$ cat src/rtl/anf_fl_tex_pkg.sv
// Shared texture format codes, descriptor layout and helpers for the texture read/write paths.
package anf_fl_tex_pkg;

  localparam int unsigned MetaFmtLsb  = 0;
  localparam int unsigned MetaFmtW    = 5;
  localparam int unsigned MetaHExpLsb = 5;
  localparam int unsigned MetaWExpLsb = 9;
  localparam int unsigned MetaExpW    = 4;
  localparam int unsigned MetaBaseLsb = 32;
  localparam int unsigned MetaBaseW   = 32;

  localparam int unsigned TileExp = 4;
  localparam int unsigned PixW    = 24;
  localparam int unsigned OffW    = 26;

  // Format class in fmt[1:0].
  localparam logic [1:0] FcLinear     = 2'b00;
  localparam logic [1:0] FcLinear16   = 2'b01;
  localparam logic [1:0] FcCompressed = 2'b10;
  localparam logic [1:0] FcTiled      = 2'b11;

  localparam logic [4:0] FmtRgb24         = 5'b00000;
  localparam logic [4:0] FmtRgba32        = 5'b00100;
  localparam logic [4:0] FmtRgb565        = 5'b00001;
  localparam logic [4:0] FmtRgba5551      = 5'b00101;
  localparam logic [4:0] FmtRgba4444      = 5'b01001;
  localparam logic [4:0] FmtLa88          = 5'b01101;
  localparam logic [4:0] FmtRgb24Tiled    = 5'b00011;
  localparam logic [4:0] FmtRgba32Tiled   = 5'b00111;
  localparam logic [4:0] FmtRgb565Tiled   = 5'b01011;
  localparam logic [4:0] FmtRgba5551Tiled = 5'b01111;
  localparam logic [4:0] FmtLa88Tiled     = 5'b10111;
  localparam logic [4:0] FmtR8Tiled       = 5'b10011;

  typedef enum logic [1:0] {StIdle, StRun, StDrain} state_e;

  // Returns {valid, bpp[2:0]}.
  function automatic logic [3:0] fmt_bpp(input logic [4:0] fmt);
    logic [3:0] r;
    case (fmt)
      FmtRgb24, FmtRgb24Tiled:                        r = {1'b1, 3'd3};
      FmtRgba32, FmtRgba32Tiled:                      r = {1'b1, 3'd4};
      FmtRgb565, FmtRgba5551, FmtRgba4444, FmtLa88,
      FmtRgb565Tiled, FmtRgba5551Tiled, FmtLa88Tiled: r = {1'b1, 3'd2};
      FmtR8Tiled:                                     r = {1'b1, 3'd1};
      default:                                        r = 4'd0;
    endcase
    return r;
  endfunction

  function automatic logic fmt_tiled(input logic [4:0] fmt);
    return fmt[1:0] == FcTiled;
  endfunction

  function automatic logic [31:0] bpp_mask(input logic [2:0] bpp);
    logic [31:0] m;
    case (bpp)
      3'd1:    m = 32'h0000_00ff;
      3'd2:    m = 32'h0000_ffff;
      3'd3:    m = 32'h00ff_ffff;
      default: m = 32'hffff_ffff;
    endcase
    return m;
  endfunction

endpackage

$ cat src/rtl/anf_fl_tex_texel_offset.sv
// Texel (x, y) to byte offset for linear and 16x16-tiled layouts; used by both read and write paths.
module anf_fl_tex_texel_offset
  import anf_fl_tex_pkg::*;
#(
  parameter int unsigned COORD_W = 16
) (
  input  logic [COORD_W-1:0] i_x,
  input  logic [COORD_W-1:0] i_y,
  input  logic [3:0]         i_w_exp,
  input  logic [4:0]         i_fmt,
  output logic [OffW-1:0]    o_offset
);

  logic [31:0]     w_row;
  logic [15:0]     w_lin;
  logic [15:0]     w_blk;
  logic [PixW-1:0] w_pix;
  logic [OffW-1:0] w_p;
  logic [3:0]      w_bpp;

  // Linear offset wraps at 16 bits to match the sampler.
  assign w_row = 32'(i_y) << i_w_exp;
  assign w_lin = 16'(w_row + 32'(i_x));
  assign w_blk = 16'(((32'(i_y) >> TileExp) << (i_w_exp - 4'(TileExp)))
                     | (32'(i_x) >> TileExp));
  assign w_pix = fmt_tiled(i_fmt) ? {w_blk, i_y[3:0], i_x[3:0]} : PixW'(w_lin);
  assign w_p   = OffW'(w_pix);
  assign w_bpp = fmt_bpp(i_fmt);

  always_comb begin
    case (w_bpp[2:0])
      3'd1:    o_offset = w_p;
      3'd2:    o_offset = w_p << 1;
      3'd3:    o_offset = (w_p << 1) + w_p;
      default: o_offset = w_p << 2;
    endcase
  end

endmodule

$ cat src/rtl/anf_fl_tex_tile_writer.sv
// Texture upload engine: turns a raster-order texel stream into memory writes laid out
// exactly as the texture sampler reads them.
module anf_fl_tex_tile_writer
  import anf_fl_tex_pkg::*;
#(
  parameter int unsigned ADDR_W  = 32,
  parameter int unsigned COORD_W = 16
) (
  input  logic              i_clk,
  input  logic              i_rst,
  input  logic              i_start,
  input  logic [63:0]       i_tex_meta,
  output logic              o_busy,
  output logic              o_done,
  output logic              o_err,
  input  logic              i_in_valid,
  output logic              o_in_ready,
  input  logic [31:0]       i_in_texel,
  output logic              o_wr_valid,
  input  logic              i_wr_ready,
  output logic [ADDR_W-1:0] o_wr_addr,
  output logic [31:0]       o_wr_data,
  output logic [1:0]        o_wr_size
);

  state_e              r_state, w_state_next;
  logic [4:0]          r_fmt;
  logic [3:0]          r_w_exp, r_h_exp;
  logic [31:0]         r_base;
  logic [2:0]          r_bpp;
  logic [COORD_W-1:0]  r_x, r_y;
  logic                r_done, r_err, r_wr_valid;
  logic [ADDR_W-1:0]   r_wr_addr;
  logic [31:0]         r_wr_data;
  logic [1:0]          r_wr_size;

  logic [4:0]          w_meta_fmt;
  logic [3:0]          w_meta_w_exp, w_meta_h_exp, w_meta_bpp;
  logic                w_meta_ok;
  logic [COORD_W-1:0]  w_x_max, w_y_max;
  logic                w_x_last, w_y_last;
  logic                w_in_ready, w_in_fire, w_wr_fire, w_launch, w_reject, w_finish;
  logic [OffW-1:0]     w_offset;

  assign w_meta_fmt   = i_tex_meta[MetaFmtLsb +: MetaFmtW];
  assign w_meta_h_exp = i_tex_meta[MetaHExpLsb +: MetaExpW];
  assign w_meta_w_exp = i_tex_meta[MetaWExpLsb +: MetaExpW];
  assign w_meta_bpp   = fmt_bpp(w_meta_fmt);
  assign w_meta_ok    = w_meta_bpp[3] && (!fmt_tiled(w_meta_fmt) ||
                        (w_meta_w_exp >= 4'(TileExp) && w_meta_h_exp >= 4'(TileExp)));

  assign w_x_max  = COORD_W'((32'd1 << r_w_exp) - 32'd1);
  assign w_y_max  = COORD_W'((32'd1 << r_h_exp) - 32'd1);
  assign w_x_last = r_x == w_x_max;
  assign w_y_last = r_y == w_y_max;
  assign w_wr_fire = r_wr_valid && i_wr_ready;

  anf_fl_tex_texel_offset #(
    .COORD_W (COORD_W)
  ) u_offset (
    .i_x      (r_x),
    .i_y      (r_y),
    .i_w_exp  (r_w_exp),
    .i_fmt    (r_fmt),
    .o_offset (w_offset)
  );

  always_comb begin
    w_state_next = r_state;
    w_in_ready   = 1'b0;
    w_in_fire    = 1'b0;
    w_launch     = 1'b0;
    w_reject     = 1'b0;
    w_finish     = 1'b0;
    case (r_state)
      StIdle: begin
        if (i_start) begin
          if (w_meta_ok) begin
            w_launch     = 1'b1;
            w_state_next = StRun;
          end else begin
            w_reject = 1'b1;
          end
        end
      end
      StRun: begin
        // One-entry output register: accept whenever it is empty or draining this cycle.
        w_in_ready = !r_wr_valid || i_wr_ready;
        w_in_fire  = w_in_ready && i_in_valid;
        if (w_in_fire && w_x_last && w_y_last) w_state_next = StDrain;
      end
      StDrain: begin
        if (w_wr_fire) begin
          w_finish     = 1'b1;
          w_state_next = StIdle;
        end
      end
      default: w_state_next = StIdle;
    endcase
  end

  always_ff @(posedge i_clk) begin
    if (i_rst) begin
      r_state    <= StIdle;
      r_fmt      <= '0;
      r_w_exp    <= '0;
      r_h_exp    <= '0;
      r_base     <= '0;
      r_bpp      <= '0;
      r_x        <= '0;
      r_y        <= '0;
      r_done     <= 1'b0;
      r_err      <= 1'b0;
      r_wr_valid <= 1'b0;
      r_wr_addr  <= '0;
      r_wr_data  <= '0;
      r_wr_size  <= '0;
    end else begin
      r_state <= w_state_next;
      r_done  <= w_finish;
      r_err   <= w_reject;
      if (w_launch) begin
        r_fmt   <= w_meta_fmt;
        r_w_exp <= w_meta_w_exp;
        r_h_exp <= w_meta_h_exp;
        r_base  <= i_tex_meta[MetaBaseLsb +: MetaBaseW];
        r_bpp   <= w_meta_bpp[2:0];
        r_x     <= '0;
        r_y     <= '0;
      end
      if (w_in_fire) begin
        r_wr_valid <= 1'b1;
        r_wr_addr  <= ADDR_W'(r_base) + ADDR_W'(w_offset);
        r_wr_data  <= i_in_texel & bpp_mask(r_bpp);
        r_wr_size  <= 2'(r_bpp - 3'd1);
        if (!w_x_last) begin
          r_x <= r_x + COORD_W'(1);
        end else if (!w_y_last) begin
          r_x <= '0;
          r_y <= r_y + COORD_W'(1);
        end
      end else if (w_wr_fire) begin
        r_wr_valid <= 1'b0;
      end
    end
  end

  assign o_busy     = r_state != StIdle;
  assign o_done     = r_done;
  assign o_err      = r_err;
  assign o_in_ready = w_in_ready;
  assign o_wr_valid = r_wr_valid;
  assign o_wr_addr  = r_wr_addr;
  assign o_wr_data  = r_wr_data;
  assign o_wr_size  = r_wr_size;

endmodule

$ cat config.mk
export PLATFORM = sky130hd
export DESIGN_NAME = anf_fl_tex_tile_writer
export DESIGN_NICKNAME = d
export VERILOG_FILES = /design/src/rtl/anf_fl_tex_pkg.sv /design/src/rtl/anf_fl_tex_texel_offset.sv /design/src/rtl/anf_fl_tex_tile_writer.sv
export SDC_FILE = /design/constraint.sdc
export NUM_CORES = 1
export LEC_CHECK = 0
export CAP_MARGIN = 20
export CORE_MARGIN = 2
export CORE_UTILIZATION = 40
export DETAILED_ROUTE_END_ITERATION = 10
export SYNTH_ARGS = -nofsm -noshare
export SYNTH_HDL_FRONTEND = slang
export SYNTH_HIERARCHICAL = 1
export SYNTH_SLANG_ARGS = --single-unit
$ cat constraint.sdc
create_clock -name i_clk -period 16.3 [get_ports i_clk]
set_input_delay 3.26 -clock i_clk [delete_from_list [all_inputs] [get_ports i_clk]]
set_output_delay 3.26 -clock i_clk [all_outputs]
set_load 0.005 [all_outputs]
==> flow_metrics.tcl <==
set metrics [dict create \
    coreArea_um2 31390 \
    finalSetupTns_ns 0 \
    hold_viol 0 \
    slowest_stage "a221oi_1" \
    timing.critical_path.buf_inv 2 \
    start_util_pct 40.32 \
    synth_common_cells "267 x nand2_1, 225 x a21oi_1, 151 x dfxtp_1" \
    relSlewSlack_pct 33.86 \
    clkTransAtPathRegs_ns 0.07 \
    vdd_drop_max_v 0.00005152 \
    yosysMostFrequentCell "nand2_1" \
    internal_power_mw 0.7127 \
    synth_nets 1931 \
    post-cts-setup-buffers 0 \
    synth.area.top_cells "dfxtp_1 24%, a21oi_1 8.9%, nand2_1 7.9%" \
    fin_nets 2004 \
    syn_area_um2 12660 \
    worst_slew_pin_slew_ns 0.9862 \
    critical_path_peak_fanout 44 \
    synth_edf_count 0 \
    grt_pass1_wl_um 64950 \
    grt_use_total_pct 24.14 \
    die_area_um2 33080 \
    end_kind "flip-flop" \
    cts_resized 0 \
    finalSetupViolCount 0 \
    switchingPower_mw 0.3409 \
    yosys_warnings 6 \
    fin_worst_skew_ns 0.01448 \
    wire_per_inst_um 18.17 \
    syn_area_per_cell_um2 7.237 \
    row_count 65 \
    ys_async_sr_fraction_pct 0 \
    htree_levels 4 \
    drt_iter0_markers 1015 \
    cts_num_sinks 151 \
    cap_violations 0 \
    p_seq_share_pct 37.2 \
    hpwl_um 29270 \
    cts_tree "built" \
    areaGrowthSynthToFinish_pct 17.70 \
    clockBufferDepth 2 \
    via_per_inst 5.881 \
    swShare_pct 32.35 \
    start_kind "flip-flop" \
    hold_buffers 0 \
    combinationalPowerShare_pct 24.9 \
    ant_nets 0 \
    max_stage_delay_ns 0.65 \
    synthCells 1749 \
    p_total_mw 1.054 \
    drive_above_1_share_pct 5.289 \
    first_pass_iters 5 \
    vias 13149 \
    antenna_found_initial 0 \
    fmax_ghz 0.1107 \
    dieHeight_um 181.9 \
    port_buffers 152 \
    drc 0 \
    ios 172 \
    yosys_register_bits 151 \
    synth.distinct_cells 88 \
    place_congestion 0.9133 \
    rsz0062_at_grt "no" \
    drv_slew 0 \
    n_antenna_cell 0 \
    finalCritPeriodShare_pct 55.41 \
    critPathKind "reg -> reg" \
    fillCellCount 3201 \
    crit_arrival_ns 9.34 \
    cts-root-buf "clkbuf_16" \
    synth_ff_type "dfxtp_1" \
    routed_wl_um 40620 \
    p_leak_nw 5.650 \
    status "finished, final reports clean" \
    first_global_vias 12111 \
    synth-seq-area-share_pct 23.88 \
    clkPwrFrac_pct 37.8 \
    grt_max_degree 76 \
    numCtsBuffers 17 \
    synth_largest_area_cell "dfxtp_1" \
    crit_top_cell "a21o_1" \
    fin_cells 2236 \
    hp-class "reg -> reg" \
    power_density_nw_per_um2 70.72 \
    period_needed_ns 9.032 \
    clk_latency_ns 0.44 \
    critPathTopFamily "compound AO/OA/AOI/OAI gates" \
    dp_cells 2205 \
    yosys.area.top_type_share_pct 23.88 \
    overflow 0 \
    die_w_um 181.9 \
    worstPathRequired_ns 16.61 \
]
==> metrics by stage <==
stage | utilization, % | instance area (µm²) | setup WS, ns | hold WS [ns]
floorplan | - | 12660 | 8.456 | 0.4406
global placement | 45.60 | 14310 | 7.563 | 0.4367
detailed placement | 45.62 | 14320 | 7.406 | 0.4451
CTS | 47.46 | 14900 | 7.379 | 0.4552
global route | 47.46 | 14900 | 6.498 | 0.4731
finish | 47.46 | 14900 | 7.268 | 0.4515
==> cells by family (layout without fill, tap and decap cells) <==
logic type               count (synthesis)  count (layout)  share of synthesized area, %
buffers and inverters                  171             256                         5.674
XOR/XNOR                                58              58                         4.013
flip-flops                             151             151                         23.88
AO/OA/AOI/OAI                          590             590                         29.44
multiplexers                            52              52                         4.864
AND/OR/NAND/NOR                        645             645                         23.86
adder cells (fa/ha/maj)                 82              82                         8.264
==> state kept, by name, indices dropped and copies added (netlist names), 2 cells and up <==
signal     flops
o_wr_addr     32
o_wr_data     32
o_wr_size      2
r_base        32
r_bpp          3
r_fmt          5
r_h_exp        4
r_state        2
r_w_exp        4
r_x           16
r_y           16
==> worst reg2reg max path, delay by kind of cell (launching register included) <==
kind / cells / cell delay, ns
flip-flops: 1 / 0.31
multiplexers: 3 / 1.10
XOR/XNOR: 1 / 0.10
adder cells (fa/ha/maj): 3 / 1.03
buffers and inverters: 2 / 0.52
AO/OA/AOI/OAI: 20 / 4.85
AND/OR/NAND/NOR: 6 / 1.00
==> final timing paths <==
| check | start | slack, ns | cells after the start | to |
|---|---|---|---|---|
| max reg2reg | r_w_exp[1] | 7.27 | 35 | o_wr_addr[28] |
| min | o_wr_addr[5] | 0.45 | 2 | o_wr_addr[5] |
| max | r_w_exp[1] | 7.27 | 35 | o_wr_addr[28] |
| min reg2reg | o_wr_addr[5] | 0.45 | 2 | o_wr_addr[5] |
==> layer usage <==
| layer | up-vias | part of all wire (%) | track usage, % |
|---|---|---|---|
| met5 | - | 0 | 0 |
| met4 | 0 | 1.2 | 5.129 |
| met3 | 35 | 7.6 | 5.856 |
| met2 | 420 | 44 | 38.33 |
| met1 | 6192 | 47 | 33.25 |
| li1 | 6502 | - | - |
==> power by group through the flow <==
| stage | Sequential (mW) | Clock [mW] | Combinational, mW |
|---|---|---|---|
| after floorplan | 0.396 | 0 | 0.175 |
| after global placement | 0.400 | 0 | 0.256 |
| after detailed placement | 0.401 | 0 | 0.259 |
| after CTS | 0.392 | 0.408 | 0.261 |
| after global routing | 0.394 | 0.422 | 0.291 |
| final | 0.392 | 0.399 | 0.263 |
==> cell type report <==
type / instances / area (µm²) / share of cell area (%)
multi-input cells: 1427 / 8940 / 60.01
flip-flops and latches: 151 / 3025 / 20.31
repair buffers: 168 / 1639 / 11.00
well taps: 402 / 503.0 / 3.376
clock buffers: 19 / 432.9 / 2.906
inverters: 57 / 214.0 / 1.436
clock inverters: 12 / 143.9 / 0.9658
==> layout by cell type (no fill, tap or decap), drive strengths merged, types with 18 or more instances in the layout <==
cell           count
or3               21
nand2b            27
nor2             138
o211ai            29
mux2i             33
nor2b             19
o21a              22
ha                78
inv               61
clkdlybuf4s50    151
clkbuf            19
nor3              28
xor2              26
a211oi            33
a21o              29
o21ai            107
nand3             52
nand2            267
and3              21
a311oi            18
xnor2             32
dfxtp            151
a21oi            226
Note: power is estimated with default switching activity, not from simulation.
